--- src/rtl/de_pipe_reg_if.sv ---
// Decode-to-execute handshake bundle: D-side fields driven by decode,
// registered E-side fields and performance counters returned by the pipe register.
interface de_pipe_reg_if #(
  parameter int DATA_WIDTH     = 32,
  parameter int REG_ADDR_WIDTH = 5,
  parameter int ALU_CTRL_WIDTH = 4,
  parameter int CNT_WIDTH      = 16
);
  logic                      EnD;
  logic                      FlushE;
  logic                      CntClr;
  logic                      ValidD;
  logic [DATA_WIDTH-1:0]     RD1D, RD2D, PCD, ImmExtD, PCPlus4D;
  logic [REG_ADDR_WIDTH-1:0] RdD, Rs1D, Rs2D;
  logic                      RegWriteD, MemWriteD, BranchD, JumpD, ALUSrcD;
  logic [1:0]                ResultSrcD;
  logic [ALU_CTRL_WIDTH-1:0] ALUControlD;

  logic [DATA_WIDTH-1:0]     RD1E, RD2E, PCE, ImmExtE, PCPlus4E;
  logic [REG_ADDR_WIDTH-1:0] RdE, Rs1E, Rs2E;
  logic                      RegWriteE, MemWriteE, BranchE, JumpE, ALUSrcE;
  logic [1:0]                ResultSrcE;
  logic [ALU_CTRL_WIDTH-1:0] ALUControlE;
  logic                      ValidE;
  logic [CNT_WIDTH-1:0]      StallCnt, BubbleCnt;

  modport master (
    output EnD, FlushE, CntClr, ValidD,
    output RD1D, RD2D, PCD, ImmExtD, PCPlus4D, RdD, Rs1D, Rs2D,
    output RegWriteD, MemWriteD, BranchD, JumpD, ALUSrcD, ResultSrcD, ALUControlD,
    input  RD1E, RD2E, PCE, ImmExtE, PCPlus4E, RdE, Rs1E, Rs2E,
    input  RegWriteE, MemWriteE, BranchE, JumpE, ALUSrcE, ResultSrcE, ALUControlE,
    input  ValidE, StallCnt, BubbleCnt
  );

  modport slave (
    input  EnD, FlushE, CntClr, ValidD,
    input  RD1D, RD2D, PCD, ImmExtD, PCPlus4D, RdD, Rs1D, Rs2D,
    input  RegWriteD, MemWriteD, BranchD, JumpD, ALUSrcD, ResultSrcD, ALUControlD,
    output RD1E, RD2E, PCE, ImmExtE, PCPlus4E, RdE, Rs1E, Rs2E,
    output RegWriteE, MemWriteE, BranchE, JumpE, ALUSrcE, ResultSrcE, ALUControlE,
    output ValidE, StallCnt, BubbleCnt
  );
endinterface

--- src/rtl/de_pipe_reg.sv ---
// Decode-to-execute pipeline register with stall/flush control and
// saturating stall/bubble counters for performance debug.
module de_pipe_reg #(
  parameter int DATA_WIDTH     = 32,
  parameter int REG_ADDR_WIDTH = 5,
  parameter int ALU_CTRL_WIDTH = 4,
  parameter int CNT_WIDTH      = 16
) (
  input logic          clk,
  input logic          rst,
  de_pipe_reg_if.slave bus
);

  typedef struct packed {
    logic [DATA_WIDTH-1:0]     rd1;
    logic [DATA_WIDTH-1:0]     rd2;
    logic [DATA_WIDTH-1:0]     pc;
    logic [DATA_WIDTH-1:0]     imm;
    logic [DATA_WIDTH-1:0]     pc4;
    logic [REG_ADDR_WIDTH-1:0] rd;
    logic [REG_ADDR_WIDTH-1:0] rs1;
    logic [REG_ADDR_WIDTH-1:0] rs2;
    logic                      reg_write;
    logic                      mem_write;
    logic                      branch;
    logic                      jump;
    logic                      alu_src;
    logic [1:0]                result_src;
    logic [ALU_CTRL_WIDTH-1:0] alu_ctrl;
    logic                      valid;
  } stage_t;

  function automatic logic [CNT_WIDTH-1:0] sat_inc(input logic [CNT_WIDTH-1:0] v);
    if (&v) begin
      return v;
    end else begin
      return v + CNT_WIDTH'(1);
    end
  endfunction

  stage_t               d_fields_s;
  stage_t               e_next_s;
  stage_t               e_fields_r;
  logic                 stall_inc_s;
  logic                 bubble_inc_s;
  logic [CNT_WIDTH-1:0] stall_cnt_r;
  logic [CNT_WIDTH-1:0] bubble_cnt_r;

  assign d_fields_s = '{
    rd1: bus.RD1D, rd2: bus.RD2D, pc: bus.PCD, imm: bus.ImmExtD, pc4: bus.PCPlus4D,
    rd: bus.RdD, rs1: bus.Rs1D, rs2: bus.Rs2D,
    reg_write: bus.RegWriteD, mem_write: bus.MemWriteD, branch: bus.BranchD,
    jump: bus.JumpD, alu_src: bus.ALUSrcD, result_src: bus.ResultSrcD,
    alu_ctrl: bus.ALUControlD, valid: bus.ValidD
  };

  // Next E-stage contents: flush beats capture, otherwise hold.
  always_comb begin
    e_next_s     = e_fields_r;
    stall_inc_s  = 1'b0;
    bubble_inc_s = 1'b0;
    if (bus.FlushE) begin
      e_next_s     = '0;
      bubble_inc_s = 1'b1;
    end else if (bus.EnD) begin
      e_next_s     = d_fields_s;
      bubble_inc_s = ~bus.ValidD;
    end else begin
      e_next_s    = e_fields_r;
      stall_inc_s = e_fields_r.valid;
    end
  end

  // E-stage field register.
  always_ff @(posedge clk) begin
    if (rst) begin
      e_fields_r <= '0;
    end else begin
      e_fields_r <= e_next_s;
    end
  end

  // Saturating counters; clear wins over a same-edge increment.
  always_ff @(posedge clk) begin
    if (rst || bus.CntClr) begin
      stall_cnt_r  <= '0;
      bubble_cnt_r <= '0;
    end else begin
      stall_cnt_r  <= stall_inc_s  ? sat_inc(stall_cnt_r)  : stall_cnt_r;
      bubble_cnt_r <= bubble_inc_s ? sat_inc(bubble_cnt_r) : bubble_cnt_r;
    end
  end

  assign bus.RD1E        = e_fields_r.rd1;
  assign bus.RD2E        = e_fields_r.rd2;
  assign bus.PCE         = e_fields_r.pc;
  assign bus.ImmExtE     = e_fields_r.imm;
  assign bus.PCPlus4E    = e_fields_r.pc4;
  assign bus.RdE         = e_fields_r.rd;
  assign bus.Rs1E        = e_fields_r.rs1;
  assign bus.Rs2E        = e_fields_r.rs2;
  assign bus.RegWriteE   = e_fields_r.reg_write;
  assign bus.MemWriteE   = e_fields_r.mem_write;
  assign bus.BranchE     = e_fields_r.branch;
  assign bus.JumpE       = e_fields_r.jump;
  assign bus.ALUSrcE     = e_fields_r.alu_src;
  assign bus.ResultSrcE  = e_fields_r.result_src;
  assign bus.ALUControlE = e_fields_r.alu_ctrl;
  assign bus.ValidE      = e_fields_r.valid;
  assign bus.StallCnt    = stall_cnt_r;
  assign bus.BubbleCnt   = bubble_cnt_r;

endmodule
--- src/flat_wrapper.sv ---
// flat-port wrapper written by rule: the top's interface ports become plain ports
module de_pipe_reg_flat 
#(
  parameter int DATA_WIDTH     = 32,
  parameter int REG_ADDR_WIDTH = 5,
  parameter int ALU_CTRL_WIDTH = 4,
  parameter int CNT_WIDTH      = 16
)
  (clk, rst, bus_EnD, bus_FlushE, bus_CntClr, bus_ValidD, bus_RD1D, bus_RD2D, bus_PCD, bus_ImmExtD, bus_PCPlus4D, bus_RdD, bus_Rs1D, bus_Rs2D, bus_RegWriteD, bus_MemWriteD, bus_BranchD, bus_JumpD, bus_ALUSrcD, bus_ResultSrcD, bus_ALUControlD, bus_RD1E, bus_RD2E, bus_PCE, bus_ImmExtE, bus_PCPlus4E, bus_RdE, bus_Rs1E, bus_Rs2E, bus_RegWriteE, bus_MemWriteE, bus_BranchE, bus_JumpE, bus_ALUSrcE, bus_ResultSrcE, bus_ALUControlE, bus_ValidE, bus_StallCnt, bus_BubbleCnt);
  de_pipe_reg_if #(.DATA_WIDTH(DATA_WIDTH), .REG_ADDR_WIDTH(REG_ADDR_WIDTH), .ALU_CTRL_WIDTH(ALU_CTRL_WIDTH), .CNT_WIDTH(CNT_WIDTH)) bus_i ();
  input logic clk;
  input logic rst;
  input wire logic [$bits(bus_i.EnD)-1:0] bus_EnD;
  input wire logic [$bits(bus_i.FlushE)-1:0] bus_FlushE;
  input wire logic [$bits(bus_i.CntClr)-1:0] bus_CntClr;
  input wire logic [$bits(bus_i.ValidD)-1:0] bus_ValidD;
  input wire logic [$bits(bus_i.RD1D)-1:0] bus_RD1D;
  input wire logic [$bits(bus_i.RD2D)-1:0] bus_RD2D;
  input wire logic [$bits(bus_i.PCD)-1:0] bus_PCD;
  input wire logic [$bits(bus_i.ImmExtD)-1:0] bus_ImmExtD;
  input wire logic [$bits(bus_i.PCPlus4D)-1:0] bus_PCPlus4D;
  input wire logic [$bits(bus_i.RdD)-1:0] bus_RdD;
  input wire logic [$bits(bus_i.Rs1D)-1:0] bus_Rs1D;
  input wire logic [$bits(bus_i.Rs2D)-1:0] bus_Rs2D;
  input wire logic [$bits(bus_i.RegWriteD)-1:0] bus_RegWriteD;
  input wire logic [$bits(bus_i.MemWriteD)-1:0] bus_MemWriteD;
  input wire logic [$bits(bus_i.BranchD)-1:0] bus_BranchD;
  input wire logic [$bits(bus_i.JumpD)-1:0] bus_JumpD;
  input wire logic [$bits(bus_i.ALUSrcD)-1:0] bus_ALUSrcD;
  input wire logic [$bits(bus_i.ResultSrcD)-1:0] bus_ResultSrcD;
  input wire logic [$bits(bus_i.ALUControlD)-1:0] bus_ALUControlD;
  output wire logic [$bits(bus_i.RD1E)-1:0] bus_RD1E;
  output wire logic [$bits(bus_i.RD2E)-1:0] bus_RD2E;
  output wire logic [$bits(bus_i.PCE)-1:0] bus_PCE;
  output wire logic [$bits(bus_i.ImmExtE)-1:0] bus_ImmExtE;
  output wire logic [$bits(bus_i.PCPlus4E)-1:0] bus_PCPlus4E;
  output wire logic [$bits(bus_i.RdE)-1:0] bus_RdE;
  output wire logic [$bits(bus_i.Rs1E)-1:0] bus_Rs1E;
  output wire logic [$bits(bus_i.Rs2E)-1:0] bus_Rs2E;
  output wire logic [$bits(bus_i.RegWriteE)-1:0] bus_RegWriteE;
  output wire logic [$bits(bus_i.MemWriteE)-1:0] bus_MemWriteE;
  output wire logic [$bits(bus_i.BranchE)-1:0] bus_BranchE;
  output wire logic [$bits(bus_i.JumpE)-1:0] bus_JumpE;
  output wire logic [$bits(bus_i.ALUSrcE)-1:0] bus_ALUSrcE;
  output wire logic [$bits(bus_i.ResultSrcE)-1:0] bus_ResultSrcE;
  output wire logic [$bits(bus_i.ALUControlE)-1:0] bus_ALUControlE;
  output wire logic [$bits(bus_i.ValidE)-1:0] bus_ValidE;
  output wire logic [$bits(bus_i.StallCnt)-1:0] bus_StallCnt;
  output wire logic [$bits(bus_i.BubbleCnt)-1:0] bus_BubbleCnt;
  assign bus_i.EnD = bus_EnD;
  assign bus_i.FlushE = bus_FlushE;
  assign bus_i.CntClr = bus_CntClr;
  assign bus_i.ValidD = bus_ValidD;
  assign bus_i.RD1D = bus_RD1D;
  assign bus_i.RD2D = bus_RD2D;
  assign bus_i.PCD = bus_PCD;
  assign bus_i.ImmExtD = bus_ImmExtD;
  assign bus_i.PCPlus4D = bus_PCPlus4D;
  assign bus_i.RdD = bus_RdD;
  assign bus_i.Rs1D = bus_Rs1D;
  assign bus_i.Rs2D = bus_Rs2D;
  assign bus_i.RegWriteD = bus_RegWriteD;
  assign bus_i.MemWriteD = bus_MemWriteD;
  assign bus_i.BranchD = bus_BranchD;
  assign bus_i.JumpD = bus_JumpD;
  assign bus_i.ALUSrcD = bus_ALUSrcD;
  assign bus_i.ResultSrcD = bus_ResultSrcD;
  assign bus_i.ALUControlD = bus_ALUControlD;
  assign bus_RD1E = bus_i.RD1E;
  assign bus_RD2E = bus_i.RD2E;
  assign bus_PCE = bus_i.PCE;
  assign bus_ImmExtE = bus_i.ImmExtE;
  assign bus_PCPlus4E = bus_i.PCPlus4E;
  assign bus_RdE = bus_i.RdE;
  assign bus_Rs1E = bus_i.Rs1E;
  assign bus_Rs2E = bus_i.Rs2E;
  assign bus_RegWriteE = bus_i.RegWriteE;
  assign bus_MemWriteE = bus_i.MemWriteE;
  assign bus_BranchE = bus_i.BranchE;
  assign bus_JumpE = bus_i.JumpE;
  assign bus_ALUSrcE = bus_i.ALUSrcE;
  assign bus_ResultSrcE = bus_i.ResultSrcE;
  assign bus_ALUControlE = bus_i.ALUControlE;
  assign bus_ValidE = bus_i.ValidE;
  assign bus_StallCnt = bus_i.StallCnt;
  assign bus_BubbleCnt = bus_i.BubbleCnt;
  de_pipe_reg #(.DATA_WIDTH(DATA_WIDTH), .REG_ADDR_WIDTH(REG_ADDR_WIDTH), .ALU_CTRL_WIDTH(ALU_CTRL_WIDTH), .CNT_WIDTH(CNT_WIDTH)) u_core (.clk(clk), .rst(rst), .bus(bus_i));
endmodule
--- config.mk ---
export PLATFORM = sky130hd
export DESIGN_NAME = de_pipe_reg_flat
export DESIGN_NICKNAME = d
export VERILOG_FILES = /design/src/rtl/de_pipe_reg_if.sv /design/src/rtl/de_pipe_reg.sv /design/src/flat_wrapper.sv
export SDC_FILE = /design/constraint.sdc
export NUM_CORES = 1
export LEC_CHECK = 0
export CORE_AREA = 4 4 157 159
export DETAILED_ROUTE_END_ITERATION = 10
export DIE_AREA = 0 0 161 163
export PLACE_DENSITY_LB_ADDON = 0.05
export SYNTH_ARGS = -nofsm -noshare
export SYNTH_HDL_FRONTEND = slang
export SYNTH_SLANG_ARGS = --single-unit
export TNS_END_PERCENT = 20
--- constraint.sdc ---
create_clock -name clk -period 3.25 [get_ports clk]
set_input_delay 0.8125 -clock clk [delete_from_list [all_inputs] [get_ports clk]]
set_output_delay 0.8125 -clock clk [all_outputs]
set_load 0.03 [all_outputs]
==> impl_metrics.toml <==
[outcome]
outcome = "completed"

[placed_design]
routabilityCongestion = 0.804
place_area_sq_um = 12700
dpl.hpwl_microns = 20600
io_buffers = 410

[routing]
route.vias.total = 7367
via_per_inst = 4.74
ant_nets = 0
drt_wl_total_microns = 27900
drc = 0
avgRoutedWirePerCell_microns = 18.0
drt_first_pass_iters = 4
drt_iter0_drc = 416

[die]
fp.dieArea_sq_um = 26200
core-area_sq_um = 23300
die_h_microns = 163
initial_core_util = 0.355
rows = 56
die_x_microns = 161
ios = 411

[logic_synthesis]
synth_cell_type_count = 43
ys_warn_count = 0
syn_area_per_cell_sq_um = 10.1
ys_ff_latch = 219
async_reset_ff_frac = 0
synth.cell_area_sq_um = 8250
syn_nets = 1009
netlist_instances = 815
synth_edf_count = 0
synthFlopType = "dfxtp_1"
seq_area_frac_synth = 0.532

[grt]
grt_pass1_wl_microns = 42000
grt_pass1_vias = 7404
grt_use_total = 0.199
grt_max_degree = 119
grt_antenna_before_repair = 1
grt_overflow = 0

[clocking]
holdBufCountCts = 0
clockRootBuffer = "clkbuf_16"
htreeDepth = 1
clk_pin_slew_ps = 60
tritoncts = "built"
cts_sinks = 219
clk_path_buf_depth = 3
postCtsSetupRepairBufs = 0
cts_made_buffers = 26
clk_latency_ps = 520
post_cts_resized = 0

[sta]
skew_ps = 10.1
drv_slew = 0
fin_crit_ps = 2570
period_share = 0.790
setup_violations = 0
grt_setup_unrepaired = "false"
clock.fmax_mhz = 389
setup_tns_ps = 0
slew_headroom = 0.387
tightest_slew_ps = 920
hold_violations = 0
hold_slack_ps = 486

[setup_path]
crit_buf_inv = 1
cp_slowest_stage_delay_ps = 750
cp_top_family = "buffers and inverters"
path_cells = "clkdlybuf4s50_1"
crit_fanout = 8
cp.arrival_ps = 1760
critPathKind = "register to output port"
worstSetupStartpointType = "register"
endpoint_kind = "output port"
cp.required_ps = 2440
r2r_start = "u_core.bus.BubbleCnt[0]"
startpoint = "u_core.bus.BubbleCnt[4]"
cpMaxStageDelayCell = "clkdlybuf4s50_1"

[finish]
final_design_area_no_fill_sq_um = 13500
fin_util = 0.581
fin_nets = 1408
drive_gt1_frac = 0.0494
diodes = 0
syn_to_final_growth_pct = 64.0
final_cell_mix = "clkdlybuf4s50_1, dfxtp_1, nor2_1"
mostFrequentLayoutCell = "clkdlybuf4s50_1"

[hold_path]
min_path_type = "register to register"
hold_start = "u_core.bus.PCPlus4E[25]"

[power]
p_leak_nw = 5.34
peakVddDrop_mv = 0.341
powerDensity_nw_per_um2 = 480
total_power_w = 0.00649

[flow_run]
maxCapViolCount = 0
## metrics by stage
stage,setup slack [ps],instances
6_report,682,1553
5_1_grt,612,1553
4_1_cts,663,1553
3_5_place_dp,503,1505
3_3_place_gp,533,1505
2_1_floorplan,1120,815
## layer usage
metal	share of wire	up-vias	wire [microns]	GRT usage
li1	-	3631	-	-
met1	0.38	3398	10600	0.212
met2	0.50	285	13800	0.360
met3	0.097	51	2720	0.0810
met4	0.028	2	793	0.0636
met5	0.00047	-	13	0
## Yosys cell counts (2+ instances only)
master	instances	area share
nand2_1	21	0.0096
a211oi_1	2	0.0018
a31oi_1	3	0.0023
nand3_1	10	0.0061
nand4_1	10	0.0076
and3_1	2	0.0015
nor4_1	3	0.0023
buf_2	16	0.0097
o21ai_0	10	0.0061
or3_1	9	0.0068
dfxtp_1	219	0.53
nor3_1	8	0.0049
nor4_2	2	0.0030
and4_1	3	0.0032
inv_1	3	0.0014
clkbuf_1	23	0.010
ha_1	2	0.0030
buf_1	10	0.0046
mux2i_1	189	0.23
a21oi_1	22	0.013
or2_2	3	0.0023
nor2_1	194	0.088
o31ai_1	11	0.010
or4_1	14	0.013
o41ai_1	2	0.0021
a41o_1	3	0.0036
and2_1	4	0.0030
nand3_2	2	0.0024
## worst paths after layout
kind / endpoint / slack, ps / cells after the start
setup / recovery: bus_BubbleCnt[4] / 680 / 1
hold / removal: u_core.bus.PCPlus4E[25] / 490 / 2
setup reg to reg: u_core.bus.BubbleCnt[15] / 1190 / 6
hold reg to reg: u_core.bus.PCPlus4E[25] / 490 / 2
## flip-flops by register name (all words and copies together) (netlist names)
name                    count
u_core.bus.Rs1E             5
u_core.bus.JumpE            1
u_core.bus.BubbleCnt       16
u_core.bus.MemWriteE        1
u_core.bus.StallCnt        16
u_core.bus.ImmExtE         32
u_core.bus.PCE             32
u_core.bus.ALUSrcE          1
u_core.bus.PCPlus4E        32
u_core.bus.ResultSrcE       2
u_core.bus.RegWriteE        1
u_core.bus.RD2E            32
u_core.bus.ALUControlE      4
u_core.bus.RD1E            32
u_core.bus.RdE              5
u_core.bus.BranchE          1
u_core.bus.Rs2E             5
u_core.bus.ValidE           1
## layout make-up
type	instances	area, sq um
clock inverters	9	72.6
well taps	319	399
clock buffers	39	761
flip-flops and latches	219	4380
inverters	4	15.0
multi-input cells	543	3650
fillers	2115	9740
repair buffers	420	4250
## worst reg2reg max path, stage by stage, from the launching register on
cell and delay (ps):
dfxtp_1 430, ha_1 240, nand3_1 180, nor4_1 620, buf_4 270, nor4_1 70
mux2i_1 120
## kinds of logic (layout without fill, tap and decap cells)
logic type / Yosys count / in the layout / share of synthesized area
multiplexers: 189 / 189 / 0.229
adder cells (fa/ha/maj): 2 / 2 / 0.00303
AND/OR/NAND/NOR: 291 / 291 / 0.162
buffers and inverters: 53 / 472 / 0.0266
AO/OA/AOI/OAI: 61 / 61 / 0.0473
flip-flops: 219 / 219 / 0.532
## report_power, final
part           switching, W  internal (W)  total [W]
Sequential        0.0000397       0.00276    0.00280
Combinational      0.000403      0.000459   0.000862
Clock               0.00113       0.00169    0.00282
Total               0.00157       0.00491    0.00649
Power figures use the tool's default switching activity.
==> RTL edit: new RTL, same flow settings <==
`ALU_CTRL_WIDTH` is set to 4 in 3 places; all go to 5.
--- a/src/rtl/de_pipe_reg_if.sv
+++ b/src/rtl/de_pipe_reg_if.sv
@@ -5,3 +5,3 @@
   parameter int REG_ADDR_WIDTH = 5,
-  parameter int ALU_CTRL_WIDTH = 4,
+  parameter int ALU_CTRL_WIDTH = 5,
   parameter int CNT_WIDTH      = 16
--- a/src/rtl/de_pipe_reg.sv
+++ b/src/rtl/de_pipe_reg.sv
@@ -5,3 +5,3 @@
   parameter int REG_ADDR_WIDTH = 5,
-  parameter int ALU_CTRL_WIDTH = 4,
+  parameter int ALU_CTRL_WIDTH = 5,
   parameter int CNT_WIDTH      = 16
--- a/src/flat_wrapper.sv
+++ b/src/flat_wrapper.sv
@@ -5,3 +5,3 @@
   parameter int REG_ADDR_WIDTH = 5,
-  parameter int ALU_CTRL_WIDTH = 4,
+  parameter int ALU_CTRL_WIDTH = 5,
   parameter int CNT_WIDTH      = 16
Interface: changed (resized bus_ALUControlD and bus_ALUControlE); port bits go from 411 to 413. No check against the original RTL was run, so the function may have changed too.
==> RTL edit against the original RTL <==
Total power down 1.2%. Sequential cell count up 1. Critical endpoint is now bus_BubbleCnt[8]. Largest cell class unchanged. Count of clock-buffer cells in the layout down 5. Register-to-register slack better by 0.08 ns. Fmax about the same. Setup slack worse by 0.0025 ns. Design area down 0.10%. Critical path depth unchanged. Synthesized area up 0.76%. Routed wire length down 1.3%.
==> RTL edit: results (changes against the original RTL) <==
* status: completed
* pre-CTS worst setup slack: 0.4599 ns, -0.04306 ns
* routability cong.: 0.8070, +0.32%
* fraction of layout cells with a size suffix above 1: 4.564%, -0.38 points
* Worst-Margin Slew: 0.8563 ns, -0.06391 ns
* P_seq: 2.81 mW, about the same
* power drawn by the combinational cells: 860 µW, about the same
* met3 routing resource usage after global routing: 7.365%, -0.73 points
* total length of routed wires: 27.56 mm, -1.3%
* first-pass GRT wire length: 41.97 mm, about the same
* layout net count: 1405, -0.21%
* sequential element share of the synthesized area: 53.00%, -0.16 points
* R2R depth: 5, -1
* detailed placement HPWL: 20.36 mm, -1.3%
* leading post-synthesis cells by cell area: sky130_fd_sc_hd__dfxtp_1 53%, sky130_fd_sc_hd__mux2i_1 23%, sky130_fd_sc_hd__nor2_1 8.8%
* global-route track usage on met2: 35.30%, -0.69 points
* placed inst area: 0.01272 mm², +0.20%
* destination of the worst register-to-register timing path: u_core.bus.StallCnt[9]
* fraction of area in clock buffers and inverters: 5.844%, -0.32 points
* final-layout non-clock buffer area share: 31.26%, -0.13 points
* Cell variety after synth: 48, +12%
* Inverters: 7, +3
* design area: 0.01351 mm², -0.10%
* total CTS buffers: 25, -3.8%
* standby leakage power: 5.371 nW, +0.64%
* Fin Hold WS: 0.4902 ns, +0.004354 ns
* flip-flop and latch count: 220, +0.46%
* Routed met2 length: 13.88 mm, +0.29%
* Overall Global Routing Usage: 19.88%, -0.023 points
* fillers: 2076, -1.8%
* post-route met1 wirelength: 10.48 mm, -0.83%
* post-route clock skew: 0.009763 ns, -0.0003097 ns
* initial antenna violation count: 2, +1
* total via count in the routed design: 7253, -1.5%
* internal power of the cells: 4.869 mW, -0.90%
* clock buffer instance count of the final layout: 34, -13%
* capturing instance or port of the critical path: bus_BubbleCnt[8]
* Port Buf Inserts: 412, +0.49%
* Multi-Input Combinational: 538, -0.92%
* power per unit of standard cell area: 474.6 mW/mm², -1.1%
* Peak Freq: 389.0 MHz, about the same
* multi-input gate area in the final layout: 0.003662 mm², +0.45%
* met1 Usage GRT: 22.35%, +1.2 points
* maximum number of pins on one net before global-route repair: 113, -5.0%
* fraction of standard cell area that is sequential: 32.60%, +0.18 points
* leading cell types by count after synthesis: 220 x sky130_fd_sc_hd__dfxtp_1, 195 x sky130_fd_sc_hd__nor2_1, 192 x sky130_fd_sc_hd__mux2i_1
* number of antenna diodes: 2, +2
==> RTL edit: cell types whose count changed after synthesis, sizes merged, moves of 3 or more <==
cell / unedited run / this run
inv: 4 / 7
o21ai: 11 / 8
nand3: 12 / 9
nor3: 8 / 4
and3: 2 / 5
mux2i: 189 / 192
==> RTL edit: worst min path at each step <==
stage                       startpoint                       to  cells after the start
2_1_floorplan  u_core.bus.BubbleCnt[1]  u_core.bus.BubbleCnt[1]                      2
4_1_cts            u_core.bus.RD1E[30]      u_core.bus.RD1E[30]                      2
3_5_place_dp       u_core.bus.RD1E[30]      u_core.bus.RD1E[30]                      2
5_1_grt          u_core.bus.ImmExtE[1]    u_core.bus.ImmExtE[1]                      2
6_report           u_core.bus.RD1E[30]      u_core.bus.RD1E[30]                      2
3_3_place_gp        u_core.bus.PCE[12]       u_core.bus.PCE[12]                      2
